===== src/rtl/fetch_stage_if.sv =====
// Instruction-memory bus between the fetch stage and a combinational
// instruction memory. The fetch stage drives the address. The memory
// returns the word at that address in the same cycle.
interface fetch_stage_if #(
    parameter int ADDR_W = 8
);
    logic [ADDR_W-1:0] imem_addr;
    logic [31:0]       imem_data;

    modport master (output imem_addr, input imem_data);
    modport slave  (input imem_addr, output imem_data);
endinterface


===== src/rtl/fetch_stage.sv =====
// Instruction-fetch stage with the PA-RISC two-entry address queue.
// front_q is the address being fetched now. back_q is the next address.
// It also holds the IF/ID pipeline register.
//
// Flow control: there is no valid/ready pair here. LE acts as the single
// downstream "ready": when LE=1 the queue advances and IF/ID loads. When LE=0
// everything holds. The only exceptions are NULLIFY, which still clears IF/ID,
// and BR_TAKEN, which is latched as a pending redirect.
module fetch_stage #(
    parameter int              ADDR_W   = 8,
    parameter logic [31:0]     NOP_WORD = 32'h0000_0000,
    parameter int              CNT_W    = 16
) (
    input  logic              Clk,
    input  logic              Rst,
    input  logic              LE,
    input  logic              BR_TAKEN,
    input  logic [ADDR_W-1:0] TA,
    input  logic              NULLIFY,
    fetch_stage_if.master     imem,
    output logic [31:0]       instruction_out,
    output logic [ADDR_W-1:0] pc_id_out,
    output logic [ADDR_W-1:0] front_q_out,
    output logic [ADDR_W-1:0] back_q_out,
    output logic              valid_out,
    output logic              br_pending_out,
    output logic [CNT_W-1:0]  fetch_count
);

    typedef enum logic {IDLE = 1'b0, PEND = 1'b1} state_t;

    state_t            state, state_nxt;
    logic [ADDR_W-1:0] front_q, front_nxt;
    logic [ADDR_W-1:0] back_q, back_nxt;
    logic [ADDR_W-1:0] pend_ta, pend_ta_nxt;
    logic [ADDR_W-1:0] ta_aligned;

    // Branch targets are word aligned; the low two bits of TA are ignored.
    assign ta_aligned = {TA[ADDR_W-1:2], 2'b00};

    assign imem.imem_addr  = front_q;
    assign front_q_out     = front_q;
    assign back_q_out      = back_q;
    assign br_pending_out  = (state == PEND);

    // State and queue registers.
    always_ff @(posedge Clk) begin
        if (Rst) begin
            state   <= IDLE;
            front_q <= '0;
            back_q  <= ADDR_W'(4);
            pend_ta <= '0;
        end else begin
            state   <= state_nxt;
            front_q <= front_nxt;
            back_q  <= back_nxt;
            pend_ta <= pend_ta_nxt;
        end
    end

    // Next-state and queue update. The delay slot (old back_q) always moves to
    // the front. A branch only redirects the address after the delay slot.
    always_comb begin
        state_nxt   = state;
        front_nxt   = front_q;
        back_nxt    = back_q;
        pend_ta_nxt = pend_ta;
        case (state)
            IDLE: begin
                if (LE) begin
                    front_nxt = back_q;
                    back_nxt  = BR_TAKEN ? ta_aligned : back_q + ADDR_W'(4);
                end else if (BR_TAKEN) begin
                    pend_ta_nxt = ta_aligned;
                    state_nxt   = PEND;
                end
            end
            PEND: begin
                if (LE) begin
                    front_nxt = back_q;
                    // A branch resolved in the same cycle overrides the latched one.
                    back_nxt  = BR_TAKEN ? ta_aligned : pend_ta;
                    state_nxt = IDLE;
                end else if (BR_TAKEN) begin
                    pend_ta_nxt = ta_aligned;
                end
            end
            default: state_nxt = IDLE;
        endcase
    end

    // IF/ID register. NULLIFY squashes the slot whether or not LE is set.
    // The fetch counter only counts real, unsquashed loads.
    always_ff @(posedge Clk) begin
        if (Rst) begin
            instruction_out <= NOP_WORD;
            pc_id_out       <= '0;
            valid_out       <= 1'b0;
            fetch_count     <= '0;
        end else if (NULLIFY) begin
            instruction_out <= NOP_WORD;
            valid_out       <= 1'b0;
            if (LE) pc_id_out <= front_q;
        end else if (LE) begin
            instruction_out <= imem.imem_data;
            pc_id_out       <= front_q;
            valid_out       <= 1'b1;
            if (fetch_count != {CNT_W{1'b1}}) fetch_count <= fetch_count + 1'b1;
        end
    end

endmodule


===== src/flat_wrapper.sv =====
// flat-port wrapper written by rule: the top's interface ports become plain ports
module fetch_stage_flat 
#(
    parameter int              ADDR_W   = 8,
    parameter logic [31:0]     NOP_WORD = 32'h0000_0000,
    parameter int              CNT_W    = 16
)
  (Clk, Rst, LE, BR_TAKEN, TA, NULLIFY, instruction_out, pc_id_out, front_q_out, back_q_out, valid_out, br_pending_out, fetch_count, imem_imem_addr, imem_imem_data);
  fetch_stage_if #(.ADDR_W(ADDR_W)) imem_i ();
  input  logic Clk;
  input  logic Rst;
  input  logic LE;
  input  logic BR_TAKEN;
  input  logic [ADDR_W-1:0] TA;
  input  logic NULLIFY;
  output logic [31:0] instruction_out;
  output logic [ADDR_W-1:0] pc_id_out;
  output logic [ADDR_W-1:0] front_q_out;
  output logic [ADDR_W-1:0] back_q_out;
  output logic valid_out;
  output logic br_pending_out;
  output logic [CNT_W-1:0] fetch_count;
  output wire logic [$bits(imem_i.imem_addr)-1:0] imem_imem_addr;
  input wire logic [$bits(imem_i.imem_data)-1:0] imem_imem_data;
  assign imem_imem_addr = imem_i.imem_addr;
  assign imem_i.imem_data = imem_imem_data;
  fetch_stage #(.ADDR_W(ADDR_W), .NOP_WORD(NOP_WORD), .CNT_W(CNT_W)) u_core (.Clk(Clk), .Rst(Rst), .LE(LE), .BR_TAKEN(BR_TAKEN), .TA(TA), .NULLIFY(NULLIFY), .imem(imem_i), .instruction_out(instruction_out), .pc_id_out(pc_id_out), .front_q_out(front_q_out), .back_q_out(back_q_out), .valid_out(valid_out), .br_pending_out(br_pending_out), .fetch_count(fetch_count));
endmodule

===== config.mk =====
export PLATFORM = sky130hd
export DESIGN_NAME = fetch_stage_flat
export DESIGN_NICKNAME = d
export VERILOG_FILES = /design/src/rtl/fetch_stage_if.sv /design/src/rtl/fetch_stage.sv /design/src/flat_wrapper.sv
export SDC_FILE = /design/constraint.sdc
export NUM_CORES = 1
export LEC_CHECK = 0
export CAP_MARGIN = 0
export CORE_ASPECT_RATIO = 1.1
export CORE_MARGIN = 1.5
export CORE_UTILIZATION = 44
export DETAILED_ROUTE_END_ITERATION = 16
export GPL_TIMING_DRIVEN = 0
export MAX_ROUTING_LAYER = met4
export PLACE_DENSITY_LB_ADDON = 0.08
export SYNTH_ARGS = -nofsm -noshare
export SYNTH_HDL_FRONTEND = slang
export SYNTH_SLANG_ARGS = --single-unit

===== constraint.sdc =====
create_clock -name Clk -period 2.1 [get_ports Clk]
set_clock_uncertainty 0.1 [all_clocks]
set_input_delay 0.42 -clock Clk [delete_from_list [all_inputs] [get_ports Clk]]
set_output_delay 0.42 -clock Clk [all_outputs]
set_load 0.01 [all_outputs]

==> metrics.txt, run 1 <==
# TYPE chip_impl_metric gauge
chip_impl_metric{name="synth_xor_area_share",unit="%"} 0
chip_impl_metric{name="htree_num_levels",unit=""} 3
chip_impl_metric{name="finalCriticalPeriod",unit="ps"} 1990
chip_impl_info{name="worstReg2RegStart",value="u_core.fetch_count[0]"} 1
chip_impl_metric{name="layout.filler_cells",unit=""} 640
chip_impl_metric{name="synth_compound_gate_area_share",unit="%"} 9.03
chip_impl_metric{name="dieHeight",unit="um"} 95.7
chip_impl_metric{name="timing.setup.tns",unit="ps"} 0
chip_impl_metric{name="power.ir.vdd_worst",unit="uV"} 357
chip_impl_metric{name="critPathArrivalTime",unit="ps"} 1470
chip_impl_metric{name="clock_power_share",unit="%"} 35.2
chip_impl_metric{name="share_seq_of_total_power",unit="%"} 52.2
chip_impl_metric{name="mappedNetlistNets",unit=""} 410
chip_impl_metric{name="layout.area.seq",unit="um2"} 1640
chip_impl_metric{name="cts_num_sinks",unit=""} 82
chip_impl_metric{name="drtIter0Drc",unit=""} 140
chip_impl_metric{name="power.share.switching",unit="%"} 23.6
chip_impl_metric{name="ys_seq_elements",unit=""} 82
chip_impl_metric{name="ys_seq_area_share",unit="%"} 47.8
chip_impl_metric{name="grt_first_pass_wirelength",unit="um"} 13600
chip_impl_info{name="synth_top_family_by_area",value="simple AND/OR/NAND/NOR gates"} 1
chip_impl_info{name="postSynth.topFlopCell",value="sky130_fd_sc_hd__dfxtp_1"} 1
chip_impl_metric{name="drtPass1Iterations",unit=""} 4
chip_impl_metric{name="worst-endpoint-required",unit="ps"} 1580
chip_impl_metric{name="worst-path-stages",unit=""} 1
chip_impl_metric{name="yosys_warn_count",unit=""} 0
chip_impl_info{name="grt.busiest_layer",value="met2"} 1
chip_impl_metric{name="fin_crit_sh",unit="%"} 94.7
chip_impl_metric{name="combinationalPowerShare",unit="%"} 12.6
chip_impl_metric{name="io_pins",unit=""} 127
chip_impl_metric{name="tightest_slew",unit="ps"} 515
chip_impl_info{name="tritoncts",value="built"} 1
chip_impl_metric{name="slew_headroom",unit="%"} 65.7
chip_impl_metric{name="gpl.final_weighted_congestion",unit=""} 0.858
chip_impl_metric{name="final-hold-violation-count",unit=""} 0
chip_impl_metric{name="number_of_library_cell_types_mapped_by_synthesis",unit=""} 47
chip_impl_metric{name="drt_wl_total",unit="um"} 8450
chip_impl_metric{name="antenna_violating_nets_post_route",unit=""} 0
chip_impl_metric{name="finish.instance_area",unit="um2"} 4980
chip_impl_metric{name="ff2ff_path_depth",unit=""} 5
chip_impl_metric{name="maxSlewViolCount",unit=""} 0
chip_impl_metric{name="yosys.area_share.adder",unit="%"} 0.728
chip_impl_metric{name="final_core_utilization",unit="%"} 66.3
chip_impl_metric{name="multi_input_gate_area",unit="um2"} 1620
chip_impl_metric{name="numCtsBuffers",unit=""} 9
chip_impl_metric{name="highest_clock_frequency_the_design_can_meet",unit="MHz"} 503
chip_impl_metric{name="setup.reg_to_reg.worst_slack",unit="ps"} 150
chip_impl_metric{name="power.leakage",unit="nW"} 1.95
chip_impl_metric{name="die-area",unit="um2"} 8350
chip_impl_metric{name="p_int",unit="mW"} 2.40
chip_impl_info{name="outcome",value="finished clean"} 1
chip_impl_metric{name="globalRouteOverflowTotal",unit=""} 0
chip_impl_info{name="layout_commonest_cell",value="sky130_fd_sc_hd__clkdlybuf4s50_1"} 1
chip_impl_metric{name="first_global_vias",unit=""} 2928
chip_impl_metric{name="post_route_cells_drive_above_1_share",unit="%"} 7.98
chip_impl_metric{name="mappedNetlistArea",unit="um2"} 3440
chip_impl_metric{name="num_vias",unit=""} 3112
chip_impl_info{name="clockRootBuffer",value="sky130_fd_sc_hd__clkbuf_8"} 1
chip_impl_metric{name="setup_slack",unit="ps"} 111
chip_impl_metric{name="global_route.usage.met2",unit="%"} 33.2
chip_impl_info{name="rsz0062_at_grt",value="false"} 1
chip_impl_metric{name="detailedPlacementHpwl",unit="um"} 6330
chip_impl_metric{name="later_pin_clock_latency_in_the_skew_report",unit="ps"} 350
chip_impl_metric{name="antenna_violations_before_repair",unit=""} 0
chip_impl_metric{name="groute.layer.met3.usage",unit="%"} 5.28
chip_impl_info{name="setup.worst_path.end",value="fetch_count[10]"} 1
chip_impl_metric{name="worst_setup_hold_path_clk_slew",unit="ps"} 80
chip_impl_metric{name="synth_mux_area_share",unit="%"} 17.3
chip_impl_metric{name="crit_fanout",unit=""} 9
chip_impl_metric{name="cellPowerDensity",unit="nW/um2"} 630
chip_impl_metric{name="placementRows",unit=""} 33
chip_impl_info{name="top_library_cells_by_usage_in_the_layout_fill_and_taps_aside",value="sky130_fd_sc_hd__clkdlybuf4s50_1 (123), sky130_fd_sc_hd__dfxtp_1 (82), sky130_fd_sc_hd__nor2_1 (68)"} 1
chip_impl_metric{name="portBuffers",unit=""} 123
chip_impl_metric{name="fp.dieW",unit="um"} 87.3
chip_impl_info{name="hold_path.class",value="reg2reg"} 1
chip_impl_info{name="crit_start",value="u_core.fetch_count[10]"} 1
chip_impl_metric{name="post-route-drc-count",unit=""} 0
chip_impl_metric{name="place_area",unit="um2"} 4800
chip_impl_metric{name="pre_cts_slack",unit="ps"} -273
chip_impl_metric{name="global_route.usage.total",unit="%"} 21.5
chip_impl_metric{name="use_met1",unit="%"} 26.8
chip_impl_info{name="critical_path.startpoint_type",value="register"} 1
chip_impl_info{name="timing.critical_path.slowest_stage_cell",value="sky130_fd_sc_hd__clkdlybuf4s50_1"} 1
chip_impl_metric{name="cts_buffer_depth",unit=""} 2
chip_impl_metric{name="maxCapViolations",unit=""} 0
chip_impl_metric{name="drt-wirelength-per-cell",unit="um"} 13.9
chip_impl_info{name="worst-setup-path-type",value="reg2out"} 1
chip_impl_metric{name="post_synthesis_simple_gate_area_fraction",unit="%"} 20.2
chip_impl_metric{name="design.core.area",unit="um2"} 7510
chip_impl_metric{name="cp_slowest_stage_delay",unit="ps"} 600
chip_impl_metric{name="syn2layout_area_growth",unit="%"} 45.1
chip_impl_info{name="worstSetupEndpointType",value="output pin"} 1
chip_impl_metric{name="finalNetCount",unit=""} 544
chip_impl_metric{name="async_flop_share",unit="%"} 0
chip_impl_metric{name="postSynthAreaPerCell",unit="um2"} 9.47
chip_impl_metric{name="cp.buffers_inverters",unit=""} 1
chip_impl_metric{name="power.net_switching",unit="mW"} 0.740
chip_impl_metric{name="vias_per_cell",unit=""} 5.14
chip_impl_metric{name="initial_utilization",unit="%"} 45.7
chip_impl_metric{name="number_of_enable_type_register_cells_in_the_synthesized_netlist",unit=""} 0
chip_impl_metric{name="largest_net_degree_at_the_start_of_global_routing",unit=""} 13
chip_impl_info{name="timing.rr.end",value="u_core.fetch_count[8]"} 1
chip_impl_info{name="cp_cell_sequence",value="clkdlybuf4s50_1"} 1
chip_impl_info{name="crit_family",value="buffers and inverters"} 1
chip_impl_metric{name="diodes",unit=""} 0
chip_impl_metric{name="final_count_of_negative_setup_slack_endpoints",unit=""} 0
chip_impl_metric{name="netlist_instances",unit=""} 363
[flip-flops by register name, summed over array words and instances, names as in the netlist]
register,count
u_core.instruction_out,32
u_core.pc_id_out,8
u_core.br_pending_out,1
u_core.fetch_count,16
u_core.valid_out,1
u_core.pend_ta,8
u_core.front_q_out,8
u_core.back_q_out,8
[power by group through the flow]
stage | sequential (mW) | combinational [mW] | clock [mW]
3_3_place_gp | 1.67 | 0.392 | 0
3_5_place_dp | 1.67 | 0.399 | 0
5_1_grt | 1.64 | 0.433 | 1.19
6_report | 1.64 | 0.396 | 1.11
2_1_floorplan | 1.68 | 0.173 | 0
4_1_cts | 1.64 | 0.401 | 1.13
[cell type report]
class                      instances  area share (%)
buffer                            31            3.24
clock buffer                      12            2.91
clock inverter                     3           0.803
inverter                           3           0.226
multi-input combinational        247            32.6
sequential                        82            32.9
tap                              105            2.64
timing repair buffer             123            24.7
[routing by layer]
metal / share of wire, % / vias to the layer above
met4: 1.6 / 0
met3: 6.4 / 13
met2: 47 / 108
met5: 0 / -
li1: - / 1553
met1: 45 / 1438
[Yosys cell counts (6+ instances only)]
library cell / instances / share of area, %
sky130_fd_sc_hd__a21oi_1: 13 / 1.9
sky130_fd_sc_hd__buf_2: 8 / 1.2
sky130_fd_sc_hd__buf_4: 9 / 2.0
sky130_fd_sc_hd__clkbuf_1: 13 / 1.4
sky130_fd_sc_hd__dfxtp_1: 82 / 48
sky130_fd_sc_hd__mux2i_1: 56 / 16
sky130_fd_sc_hd__nand2_1: 15 / 1.6
sky130_fd_sc_hd__nand3_1: 6 / 0.87
sky130_fd_sc_hd__nand4_1: 8 / 1.5
sky130_fd_sc_hd__nor2_1: 68 / 7.4
sky130_fd_sc_hd__o21ai_0: 6 / 0.87
sky130_fd_sc_hd__o31ai_1: 6 / 1.3
[stage by stage]
step / hold slack [ps] / power [mW] / std cells
after global routing: 399 / 3.26 / 606
after CTS: 375 / 3.17 / 606
after global placement: 349 / 2.06 / 591
final: 372 / 3.14 / 606
after detailed placement: 360 / 2.07 / 591
after floorplan: 357 / 1.86 / 363
[worst min-delay path by stage]
stage                                    to  slack (ps)  cells after the start         startpoint
after detailed placement   u_core.valid_out         360                      2   u_core.valid_out
final                      u_core.valid_out         370                      2   u_core.valid_out
after global placement     u_core.valid_out         350                      2   u_core.valid_out
after global routing      u_core.pend_ta[0]         400                      1  u_core.pend_ta[0]
after floorplan           u_core.pend_ta[0]         360                      1  u_core.pend_ta[0]
after CTS                  u_core.valid_out         380                      2   u_core.valid_out
[timing repair]
item / CTS / global route
hold buffers: 0 / 0
buffers inserted: 0 / 0
gates resized for setup: 0 / 2
setup endpoints to repair: 0 / 6
[cell families after synthesis]
kind of cell	count (synthesis)
compound gates	47
fa+ha+maj	2
buf+inv	34
flops	82
mux	59
simple gates	139
[tightest hold or removal path, stage by stage, from the launching register on]
cell and delay, ps:
sky130_fd_sc_hd__dfxtp_1 310, sky130_fd_sc_hd__nor2_1 80, sky130_fd_sc_hd__nor2_1 40
Power figures use the tool's default switching activity.
==> inputs of run 2 (changes only) <==
Clock period 2.1 ns to 2.19 ns, I/O delays scaled along.
==> metrics.txt, run 2 (synthesized netlist as in run 1, its figures left out) <==
# TYPE chip_impl_metric gauge
chip_impl_metric{name="final-hold-violation-count",unit=""} 0
chip_impl_metric{name="power.ir.vdd_worst",unit="uV"} 343
chip_impl_metric{name="critPathArrivalTime",unit="ps"} 2150
chip_impl_metric{name="tightest_slew",unit="ps"} 566
chip_impl_metric{name="cts_buffer_depth",unit=""} 2
chip_impl_metric{name="drtPass1Iterations",unit=""} 4
chip_impl_metric{name="final_core_utilization",unit="%"} 66.3
chip_impl_metric{name="io_pins",unit=""} 127
chip_impl_metric{name="gpl.final_weighted_congestion",unit=""} 0.858
chip_impl_metric{name="drt-wirelength-per-cell",unit="um"} 13.9
chip_impl_metric{name="slew_headroom",unit="%"} 62.3
chip_impl_metric{name="finalNetCount",unit=""} 544
chip_impl_info{name="top_library_cells_by_usage_in_the_layout_fill_and_taps_aside",value="sky130_fd_sc_hd__clkdlybuf4s50_1 (123), sky130_fd_sc_hd__dfxtp_1 (82), sky130_fd_sc_hd__nor2_1 (68)"} 1
chip_impl_info{name="registers_with_the_highest_flip_flop_counts",value="u_core.instruction_out: 32 flops, u_core.fetch_count: 16 flops"} 1
chip_impl_metric{name="placedCellCount",unit=""} 591
chip_impl_metric{name="dieHeight",unit="um"} 95.7
chip_impl_metric{name="setup_slack",unit="ps"} 160
chip_impl_metric{name="vias_per_cell",unit=""} 5.14
chip_impl_metric{name="numCtsBuffers",unit=""} 9
chip_impl_metric{name="worst_setup_hold_path_clk_slew",unit="ps"} 80
chip_impl_metric{name="timing.setup.tns",unit="ps"} 0
chip_impl_metric{name="globalRouteOverflowTotal",unit=""} 0
chip_impl_metric{name="grt_first_pass_wirelength",unit="um"} 13600
chip_impl_metric{name="placementRows",unit=""} 33
chip_impl_info{name="worst-setup-path-type",value="in2reg"} 1
chip_impl_metric{name="htree_num_levels",unit=""} 3
chip_impl_metric{name="cts.repair_timing.setup_buffer_count",unit=""} 0
chip_impl_info{name="largest-register",value="u_core.instruction_out"} 1
chip_impl_metric{name="post-route-drc-count",unit=""} 0
chip_impl_metric{name="drt_wl_total",unit="um"} 8450
chip_impl_metric{name="diodes",unit=""} 0
chip_impl_metric{name="pre_cts_slack",unit="ps"} -201
chip_impl_metric{name="post_route_cells_drive_above_1_share",unit="%"} 7.78
chip_impl_metric{name="finalCriticalPeriod",unit="ps"} 2030
chip_impl_info{name="critical_path.startpoint_type",value="input pin"} 1
chip_impl_metric{name="maxSlewViolCount",unit=""} 0
chip_impl_metric{name="power.leakage",unit="nW"} 1.95
chip_impl_metric{name="antenna_violations_before_repair",unit=""} 0
chip_impl_metric{name="cts_num_sinks",unit=""} 82
chip_impl_info{name="clockRootBuffer",value="sky130_fd_sc_hd__clkbuf_8"} 1
chip_impl_metric{name="later_pin_clock_latency_in_the_skew_report",unit="ps"} 350
chip_impl_metric{name="cts_repair_resize_count",unit=""} 0
chip_impl_metric{name="first_global_vias",unit=""} 2928
chip_impl_metric{name="fp.dieW",unit="um"} 87.3
chip_impl_metric{name="global_route.usage.total",unit="%"} 21.5
chip_impl_metric{name="detailedPlacementHpwl",unit="um"} 6330
chip_impl_info{name="worstSetupEndpointType",value="register"} 1
chip_impl_metric{name="largest_net_degree_at_the_start_of_global_routing",unit=""} 13
chip_impl_metric{name="initial_utilization",unit="%"} 45.7
chip_impl_metric{name="die-area",unit="um2"} 8350
chip_impl_info{name="rsz0062_at_grt",value="false"} 1
chip_impl_metric{name="portBuffers",unit=""} 123
chip_impl_metric{name="design.core.area",unit="um2"} 7510
chip_impl_metric{name="finalNonFillerCells",unit=""} 606
chip_impl_metric{name="crit_fanout",unit=""} 10
chip_impl_metric{name="num_vias",unit=""} 3113
chip_impl_metric{name="syn2layout_area_growth",unit="%"} 45.0
chip_impl_metric{name="maxCapViolations",unit=""} 0
chip_impl_metric{name="drtIter0Drc",unit=""} 140
chip_impl_metric{name="postCtsHoldBufs",unit=""} 0
chip_impl_metric{name="fin_crit_sh",unit="%"} 92.7
chip_impl_metric{name="antenna_violating_nets_post_route",unit=""} 0
chip_impl_metric{name="highest_clock_frequency_the_design_can_meet",unit="MHz"} 493
chip_impl_info{name="tritoncts",value="built"} 1
chip_impl_metric{name="worst-endpoint-required",unit="ps"} 2310
chip_impl_info{name="layout_commonest_cell",value="sky130_fd_sc_hd__clkdlybuf4s50_1"} 1
chip_impl_info{name="hold_path.class",value="reg2reg"} 1
chip_impl_info{name="outcome",value="finished clean"} 1
chip_impl_metric{name="max_ffs_per_register",unit=""} 32
chip_impl_metric{name="final_count_of_negative_setup_slack_endpoints",unit=""} 0
chip_impl_metric{name="cellPowerDensity",unit="nW/um2"} 604
run 2: cell types whose count changed in the layout (fill, tap and decap cells not counted):
cell                       change
sky130_fd_sc_hd__clkbuf_1      +1
sky130_fd_sc_hd__clkbuf_2      -1
run 2: metal layers:
layer / global-route usage [%] / part of all wire [%] / vias up
met4: 8.99 / 1.6 / 0
met5: - / 0 / -
met3: 5.28 / 6.4 / 13
met1: 26.8 / 45 / 1439
li1: - / - / 1553
met2: 33.2 / 47 / 108
run 2: through the flow:
step | power, mW | hold slack [ps] | instance area (um2)
floorplan | 1.78 | 357 | 3440
global placement | 1.98 | 349 | 4800
detailed placement | 1.99 | 360 | 4800
CTS | 3.04 | 375 | 4980
global route | 3.13 | 399 | 4980
finish | 3.01 | 372 | 4980
run 2: layout make-up:
| cell class | count | area [um2] |
|---|---|---|
| buffer | 31 | 160 |
| clock buffer | 12 | 145 |
| clock inverter | 3 | 40.0 |
| fill | 641 | 2530 |
| inverter | 3 | 11.3 |
| multi-input combinational | 247 | 1620 |
| sequential | 82 | 1640 |
| tap | 105 | 131 |
| timing repair buffer | 123 | 1230 |
run 2: power by group:
part           internal (mW)  leakage [nW]  switching (mW)  total [mW]
logic                  0.217          1.18           0.163       0.379
clock network          0.549        0.0962           0.510        1.06
registers               1.53         0.667          0.0367        1.57
total                   2.30          1.95           0.710        3.01
run 2: worst max-delay path, stage by stage:
cell and delay (ps):
sky130_fd_sc_hd__clkdlybuf4s50_1 550, sky130_fd_sc_hd__clkbuf_1 360, sky130_fd_sc_hd__clkbuf_1 490, sky130_fd_sc_hd__mux2i_1 250, sky130_fd_sc_hd__nor2_1 60
run 2: path summary, 6_finish.rpt:
path	from	to	slack (ps)	depth (start not counted)
hold / removal	u_core.valid_out	u_core.valid_out	370	2
hold reg to reg	u_core.valid_out	u_core.valid_out	370	2
setup reg to reg	u_core.fetch_count[0]	u_core.fetch_count[8]	240	5
setup / recovery	LE	u_core.instruction_out[27]	160	5
